[src/rtl/stopwatch_pkg.sv]
// stopwatch_pkg: shared state encoding, segment patterns and BCD time increment
package stopwatch_pkg;
  typedef enum logic [1:0] {IDLE, RUN, PAUSE, LAP} state_t;
  localparam int NUM_DIGITS = 4;
  localparam logic [6:0] SEG_0 = 7'h40;
  localparam logic [6:0] SEG_1 = 7'h79;
  localparam logic [6:0] SEG_2 = 7'h24;
  localparam logic [6:0] SEG_3 = 7'h30;
  localparam logic [6:0] SEG_4 = 7'h19;
  localparam logic [6:0] SEG_5 = 7'h12;
  localparam logic [6:0] SEG_6 = 7'h02;
  localparam logic [6:0] SEG_7 = 7'h78;
  localparam logic [6:0] SEG_8 = 7'h00;
  localparam logic [6:0] SEG_9 = 7'h10;
  localparam logic [6:0] SEG_BLANK = 7'h7F;
  function automatic logic [15:0] bcd_inc(input logic [15:0] t);
    logic c1, c2, c3;
    c1 = t[3:0] == 4'd9;
    c2 = c1 && t[7:4] == 4'd9;
    c3 = c2 && t[11:8] == 4'd9;
    bcd_inc[3:0] = c1 ? 4'd0 : t[3:0] + 4'd1;
    bcd_inc[7:4] = c2 ? 4'd0 : c1 ? t[7:4] + 4'd1 : t[7:4];
    bcd_inc[11:8] = c3 ? 4'd0 : c2 ? t[11:8] + 4'd1 : t[11:8];
    bcd_inc[15:12] = (c3 && t[15:12] == 4'd5) ? 4'd0 : c3 ? t[15:12] + 4'd1 : t[15:12];
  endfunction
endpackage

[src/rtl/bcd_to_seg7.sv]
// bcd_to_seg7: BCD digit to active-low {g,f,e,d,c,b,a} pattern, blank above 9
module bcd_to_seg7
  import stopwatch_pkg::*;
(
  input  logic [3:0] bcd,
  output logic [6:0] seg
);
  always_comb
    case (bcd)
      4'd0: seg = SEG_0;
      4'd1: seg = SEG_1;
      4'd2: seg = SEG_2;
      4'd3: seg = SEG_3;
      4'd4: seg = SEG_4;
      4'd5: seg = SEG_5;
      4'd6: seg = SEG_6;
      4'd7: seg = SEG_7;
      4'd8: seg = SEG_8;
      4'd9: seg = SEG_9;
      default: seg = SEG_BLANK;
    endcase
endmodule

[src/rtl/stopwatch_display_ctrl.sv]
// stopwatch_display_ctrl: run/pause/lap stopwatch with SS.cc time on a scanned 4-digit display
module stopwatch_display_ctrl
  import stopwatch_pkg::*;
#(
  parameter int MS_PER_CS = 10
) (
  input  logic                  clk,
  input  logic                  reset,
  input  logic                  tc_cnt,
  input  logic                  tc_led,
  input  logic                  btn_start,
  input  logic                  btn_lap,
  output logic                  running,
  output logic [NUM_DIGITS-1:0] an,
  output logic [6:0]            seg,
  output logic                  dp
);
  localparam int PW = $clog2(MS_PER_CS);
  state_t state;
  logic [PW-1:0] ps;
  logic [15:0] t, lap_t, shown;
  logic [1:0] idx;
  logic counting, tick;
  logic [3:0] digit;
  logic [6:0] pat;
  assign counting = state == RUN || state == LAP;
  assign tick = counting && tc_cnt && ps == PW'(MS_PER_CS - 1);
  assign shown = state == LAP ? lap_t : t;
  assign digit = shown[{idx, 2'b00} +: 4];
  bcd_to_seg7 u_dec (.bcd(digit), .seg(pat));
  always_ff @(posedge clk)
    if (!reset) begin
      state <= IDLE;
      ps <= '0;
      t <= '0;
      lap_t <= '0;
      idx <= '0;
      running <= 1'b0;
      an <= '1;
      seg <= SEG_BLANK;
      dp <= 1'b1;
    end else begin
      running <= counting;
      an <= ~(4'b0001 << idx);
      seg <= pat;
      dp <= idx != 2'd2;
      if (tc_led) idx <= idx + 2'd1;
      if (counting && tc_cnt) ps <= tick ? '0 : ps + 1'b1;
      if (tick) t <= bcd_inc(t);
      if (btn_start) state <= counting ? PAUSE : RUN;
      else if (btn_lap) begin
        if (state == RUN) begin
          state <= LAP;
          lap_t <= t;
        end else if (state == LAP) state <= RUN;
        else if (state == PAUSE) begin
          state <= IDLE;
          ps <= '0;
          t <= '0;
        end
      end
    end
endmodule
[config.mk]
export PLATFORM = sky130hd
export DESIGN_NAME = stopwatch_display_ctrl
export DESIGN_NICKNAME = d
export VERILOG_FILES = /design/src/rtl/stopwatch_pkg.sv /design/src/rtl/bcd_to_seg7.sv /design/src/rtl/stopwatch_display_ctrl.sv
export SDC_FILE = /design/constraint.sdc
export NUM_CORES = 1
export LEC_CHECK = 0
export ABC_AREA = 1
export BUFFER_PORTS_ARGS = -buffer_cell sky130_fd_sc_hd__buf_2
export CORE_ASPECT_RATIO = 0.7
export CORE_UTILIZATION = 55
export DETAILED_ROUTE_END_ITERATION = 12
export GPL_TIMING_DRIVEN = 0
export PLACE_DENSITY = 0.74
export RECOVER_POWER = 25
export SLEW_MARGIN = 40
export SYNTH_ARGS = -nofsm -noshare
export SYNTH_HDL_FRONTEND = slang
export SYNTH_HIERARCHICAL = 1
export SYNTH_SLANG_ARGS = --single-unit
[constraint.sdc]
create_clock -name clk -period 2.6 [get_ports clk]
set_input_delay 0.26 -clock clk [delete_from_list [all_inputs] [get_ports clk]]
set_output_delay 0.26 -clock clk [all_outputs]
set_load 0.02 [all_outputs]
==> Word level (Yosys, flattened, before mapping) <==
Memory sizes are Yosys's and may differ from the RTL's. A register that Yosys moved wholly into a read port is not among the register bits.
Cells that the tools add are included.
{ "word_totals": {"input_bits": 6, "output_inout_bits": 13, "latchBits": 0, "reg_bits": 46, "ramBits": 0, "rom_bits": 112, "memories": 1, "elab_cells": 66} }
{ "op_classes": {"n_lt_le_gt_ge": 0, "mux": 27, "addsub": 6, "div": 0, "mul": 0, "n_eq_ne": 9, "shift": 2, "n_bitwise": 2, "n_reduce_logical": 11} }
{ "mem_list": {"columns": ["memory", "words", "width", "read_ports", "rd_ports_with_merged_regs", "wr", "line", "rtl"], "rows": [
  ["(name not given)", 16, 7, 1, 1, 0, "bcd_to_seg7.sv:9", "case (bcd)"]
]} }
{ "op_table": {"columns": ["cell", "count"], "rows": [
  ["16-bit two-way mux", 7],
  ["4-bit two-way mux", 14],
  ["4-bit by 1-bit adder with 4-bit output, second input constant", 5],
  ["4-bit == test, second input constant", 4],
  ["16-bit by 5-bit indexed part select with 4-bit output", 1],
  ["2-bit two-way mux", 6],
  ["1-bit logical AND", 5],
  ["2-bit == test, second input constant", 2],
  ["4-bit by 3-bit == test with 1-bit output, second input constant", 1],
  ["4-bit inverter", 1],
  ["4-bit nonzero test", 1],
  ["1-bit by 2-bit left shift with 4-bit output, first input constant", 1],
  ["3-bit AND reduction", 1],
  ["2-bit by 1-bit adder with 2-bit output, second input constant", 1],
  ["2-bit by 1-bit == test with 1-bit output, second input constant", 1],
  ["2-bit != test, second input constant", 1],
  ["2-bit AND reduction", 1],
  ["2-bit nonzero test", 1],
  ["1-bit zero test", 1],
  ["1-bit logical OR", 1],
  ["1-bit inverter", 1]
]} }

==> Logic depth before layout (Yosys ltp) <==
{ "logic_depth": {"ltp_word": 11, "ltp_mapped": 13, "ltp_nobuf": 12} }

==> Cells and area by module <==
Netlist, hierarchy kept.
{ "modules_own_cells": {"columns": ["mod", "n_inst", "area_each_um2", "cells_per_inst"], "rows": [
  ["stopwatch_display_ctrl", 1, 2436.1, 331],
  ["bcd_to_seg7", 1, 187.7, 35]
]} }

==> Worst setup path after synthesis <==
OpenSTA, ideal clock, no wires.
{ "synth_path": {"path_kind": "register to register", "from": "register idx[0]", "to": "register seg[3]", "period_less_slack_ns": 2.167, "slack_ns": 0.433, "arrival_ns": 2.044, "setup_time_ns": 0.123, "n_path_buf": 1, "path_stages_with_launch": 13, "cell_sequence": "dfxtp_1 buf_2 clkinv_1 a21oi_1 o21ai_0 nand3_1 o21a_1 inv_1 ha_1 nand2_1 nand3_1 nand2_1 or2_2"} }
{ "synth_via": {"elab_chain_len": 1} }
{ "synth_lines": {"columns": ["element", "line", "rtl"], "rows": [
  ["from (decl)", "stopwatch_display_ctrl.sv:22", "logic [1:0] idx;"],
  ["from (signal assigned)", "stopwatch_display_ctrl.sv:47", "if (tc_led) idx <= idx + 2'd1;"],
  ["16-bit by 5-bit indexed part select with 4-bit output", "stopwatch_display_ctrl.sv:29", "assign digit = shown[{idx, 2'b00} +: 4];"],
  ["net digit[1]", "stopwatch_display_ctrl.sv:24", "logic [3:0] digit;"],
  ["to (decl)", "stopwatch_display_ctrl.sv:15", "output logic [6:0] seg,"]
]} }
The timed path passes the listed nets, and every way through them passes these cells.
A chain may end at the register's enable or synchronous reset.

==> Worst setup path after layout <==
{ "layout_path": {"from": "register state[1]", "to": "register seg[3]"} }
{ "layout_via": {"elab_chain_len": 3} }
{ "layout_lines": {"columns": ["element", "line", "rtl"], "rows": [
  ["from (decl)", "stopwatch_display_ctrl.sv:19", "state_t state;"],
  ["from (signal assigned)", "stopwatch_display_ctrl.sv:50", "if (btn_start) state <= counting ? PAUSE : RUN;"],
  ["2-bit == test", "stopwatch_display_ctrl.sv:28", "assign shown = state == LAP ? lap_t : t;"],
  ["16-bit two-way mux", "stopwatch_display_ctrl.sv:28", null],
  ["16-bit by 5-bit indexed part select with 4-bit output", "stopwatch_display_ctrl.sv:29", null],
  ["net digit[1]", "stopwatch_display_ctrl.sv:24", null]
]} }
The timed path passes the listed nets, and every way through them passes these cells.

==> reports/qor.csv <==
metric,value,unit
start_util,58.90,%
vias_per_cell,5.372,
yosysTopAreaCell,dfxtp_1,
dpl.hpwl,4.134,mm
n_fill_cell,421,
ant_nets,0,
drc,2,
detail_route.wirelength,5.633,mm
synth-seq-cells,52,
setup_viol,0,
nNetsFinal,417,
syn_area_per_cell,7.169,sq um
dieArea,5055,sq um
critPathKind,flop to flop,
overflow,0,
antenna_found_initial,0,
cellPowerDensity,548.2,nW/um^2
p_leak,1.258,nW
numCtsBuffers,5,
critPathLaunchType,flop,
cp_slowest_cell,dfxtp_1,
cts.htree.levels,2,
seq_area_frac_synth,39.68,%
grt_pass1_vias,1980,
drt-initial-drc-count,222,
cts.sinks,52,
io_buffers,18,
p_total,0.001587,W
first_pass_iters,9,
num_rows,20,
hold_viol,0,
die_x,84.55,microns
num_vias,2412,
clkLatencyLatePin,0.31,ns
violations,design-rule violations,
diodes,0,
cts_root_buffer,clkbuf_8,
drive_gt1_share,10.66,%
postCtsHoldBufs,0,
crit_path_max_fanout,10,
setup-tns-final,0,ns
place.gp.congestion,0.8854,
cp_data_required_time,2.81,ns
synth_warnings,6,
grt_pass1_wl,9.349,mm
path_common_cell,nand2_1,
clk_pin_slew_worst_paths,0.09,ns
synthTopCellsByArea,"dfxtp_1 (40%), nand2_1 (9.2%), ha_1 (8.1%)",
cap_violations,0,
grt_usage,23.78,%
min_path_type,primary input to flop,
worst_pin_slew,0.4931,ns
ir_drop,0.2760,mV
netlist.area_leader.share,39.68,%
synth_cells,366,
arrival,2.59,ns
wire_per_inst,12.55,microns
max_slew_margin,67.13,%
cp-end-kind,flop,
fin_worst_skew,0.006500,ns
ios,19,
drv_slew,0,
cts_tree,done,
syn_to_final_growth,10.35,%
slowest_delay,0.41,ns
grt_max_degree,15,
core_area,4454,sq um
clock.fmax,0.4191,GHz
crit_chain,nand2_1 > clkbuf_2 > a21oi_1 > o21ai_0 > nand3_1 > o21a_1 > inv_1 > ha_1 > nand2_1 > nand3_1 > nand2_1 > or2_2,
cts_buffer_depth,2,
outcome,"finished, violations left",
syn_nets,389,
die_h,59.79,microns
ys_types,26,
finalCriticalPeriod,2.386,ns
rsz0062_at_grt,false,
fin_crit_sh,91.77,%
synth_area,2624,sq um
==> Yosys cell counts <==
cell type and n:
nand2_1 64, dfxtp_1 52, inv_1 46, o21ai_0 40, a21oi_1 38, nor2_1 33
nand3_1 25, ha_1 17, clkbuf_1 8, or2_2 8, nand4_1 6, nor3_1 4
o21a_1 4, buf_2 3, nor2_4 3, a31oi_1 2, buf_4 2, inv_2 2
nand2_2 2, a21oi_2 1, clkinv_1 1, nand3_2 1, o21ai_1 1, o21ai_2 1
xnor2_1 1, xor2_1 1
==> per-stage QoR <==
step                instance area (sq um)  std cells  util [%]  hold slack [ns]  setup WS (ns)
floorplan                            2624        366         -           0.3968         0.4327
global placement                     2783        439     62.47           0.5153        0.06229
detailed placement                   2783        439     62.47           0.5218        0.08159
CTS                                  2879        446     64.63           0.2139        0.06103
global route                         2895        449     65.00           0.2333        0.01669
finish                               2895        449     65.00           0.2152         0.2140
==> routing by layer <==
| layer | track usage, % | part of all wire [%] | vias to the layer above |
|---|---|---|---|
| met1 | 37.07 | 54 | 1110 |
| li1 | - | - | 1236 |
| met3 | 4.558 | 5.6 | 8 |
| met2 | 32.75 | 39 | 58 |
| met5 | 0 | 0 | - |
| met4 | 6.538 | 0.87 | 0 |
==> kinds of logic after synthesis <==
logic type | count (synthesis) | share of synthesized area (%)
adder cells (fa/ha/maj) | 17 | 8.107
XOR/XNOR | 2 | 0.6677
flip-flops | 52 | 39.68
buffers and inverters | 62 | 9.299
AND/OR/NAND/NOR | 146 | 24.89
AO/OA/AOI/OAI | 87 | 17.36
==> registers in the layout (all words and copies together), names as in the netlist <==
register and count:
an 4, idx 2, lap_t 16, ps 4, running 1, seg 7, state 2, t 16
==> final cells by class <==
type | instances | area [sq um] | area share (%)
Multi-Input combinational cell | 252 | 1339 | 46.24
Sequential cell | 52 | 1042 | 36.00
Inverter | 49 | 187.7 | 6.482
Timing Repair Buffer | 21 | 97.59 | 3.371
Clock buffer | 7 | 96.34 | 3.328
Tap cell | 55 | 68.82 | 2.377
Buffer | 13 | 63.81 | 2.204
==> report_power, final <==
group | switching (W) | total, W | internal, W
sequential | 0.0000168 | 0.000851 | 0.000835
clock | 0.000258 | 0.000496 | 0.000238
combinational | 0.000155 | 0.000240 | 0.0000846
==> worst paths after layout <==
path | startpoint | endpoint | slack [ns] | cells after the start
setup / recovery | state[1] | seg[3] | 0.21 | 12
hold / removal | btn_start | state[0] | 0.22 | 4
setup reg to reg | state[1] | seg[3] | 0.21 | 12
hold reg to reg | state[0] | running | 0.50 | 2
==> cells in the final DEF, fill, tap and decap left out, types with 3 or more instances in the layout <==
master,count
nand2_1,64
nand3_1,25
dfxtp_1,51
nor3_1,4
o21a_1,4
clkbuf_8,7
nor2_4,3
nor2_1,33
nand4_1,6
inv_1,46
o21ai_0,40
or2_2,8
ha_1,17
buf_4,5
clkbuf_1,19
buf_2,8
a21oi_1,38
==> worst max-delay path, delay by kind of cell (launching register included) <==
family	cells	cell delay [ns]
AO/OA/AOI/OAI	3	0.51
buffers and inverters	2	0.33
adder cells (fa/ha/maj)	1	0.28
flip-flops	1	0.41
AND/OR/NAND/NOR	6	0.75
==> timing repair <==
action                                  4_1_cts  5_1_grt
endpoints found under the setup margin        0        3
endpoints found under the hold margin         0        0
setup buffers                                 0        3
resized for setup                             0        5
No activity file was read; power rests on OpenSTA's default activity.
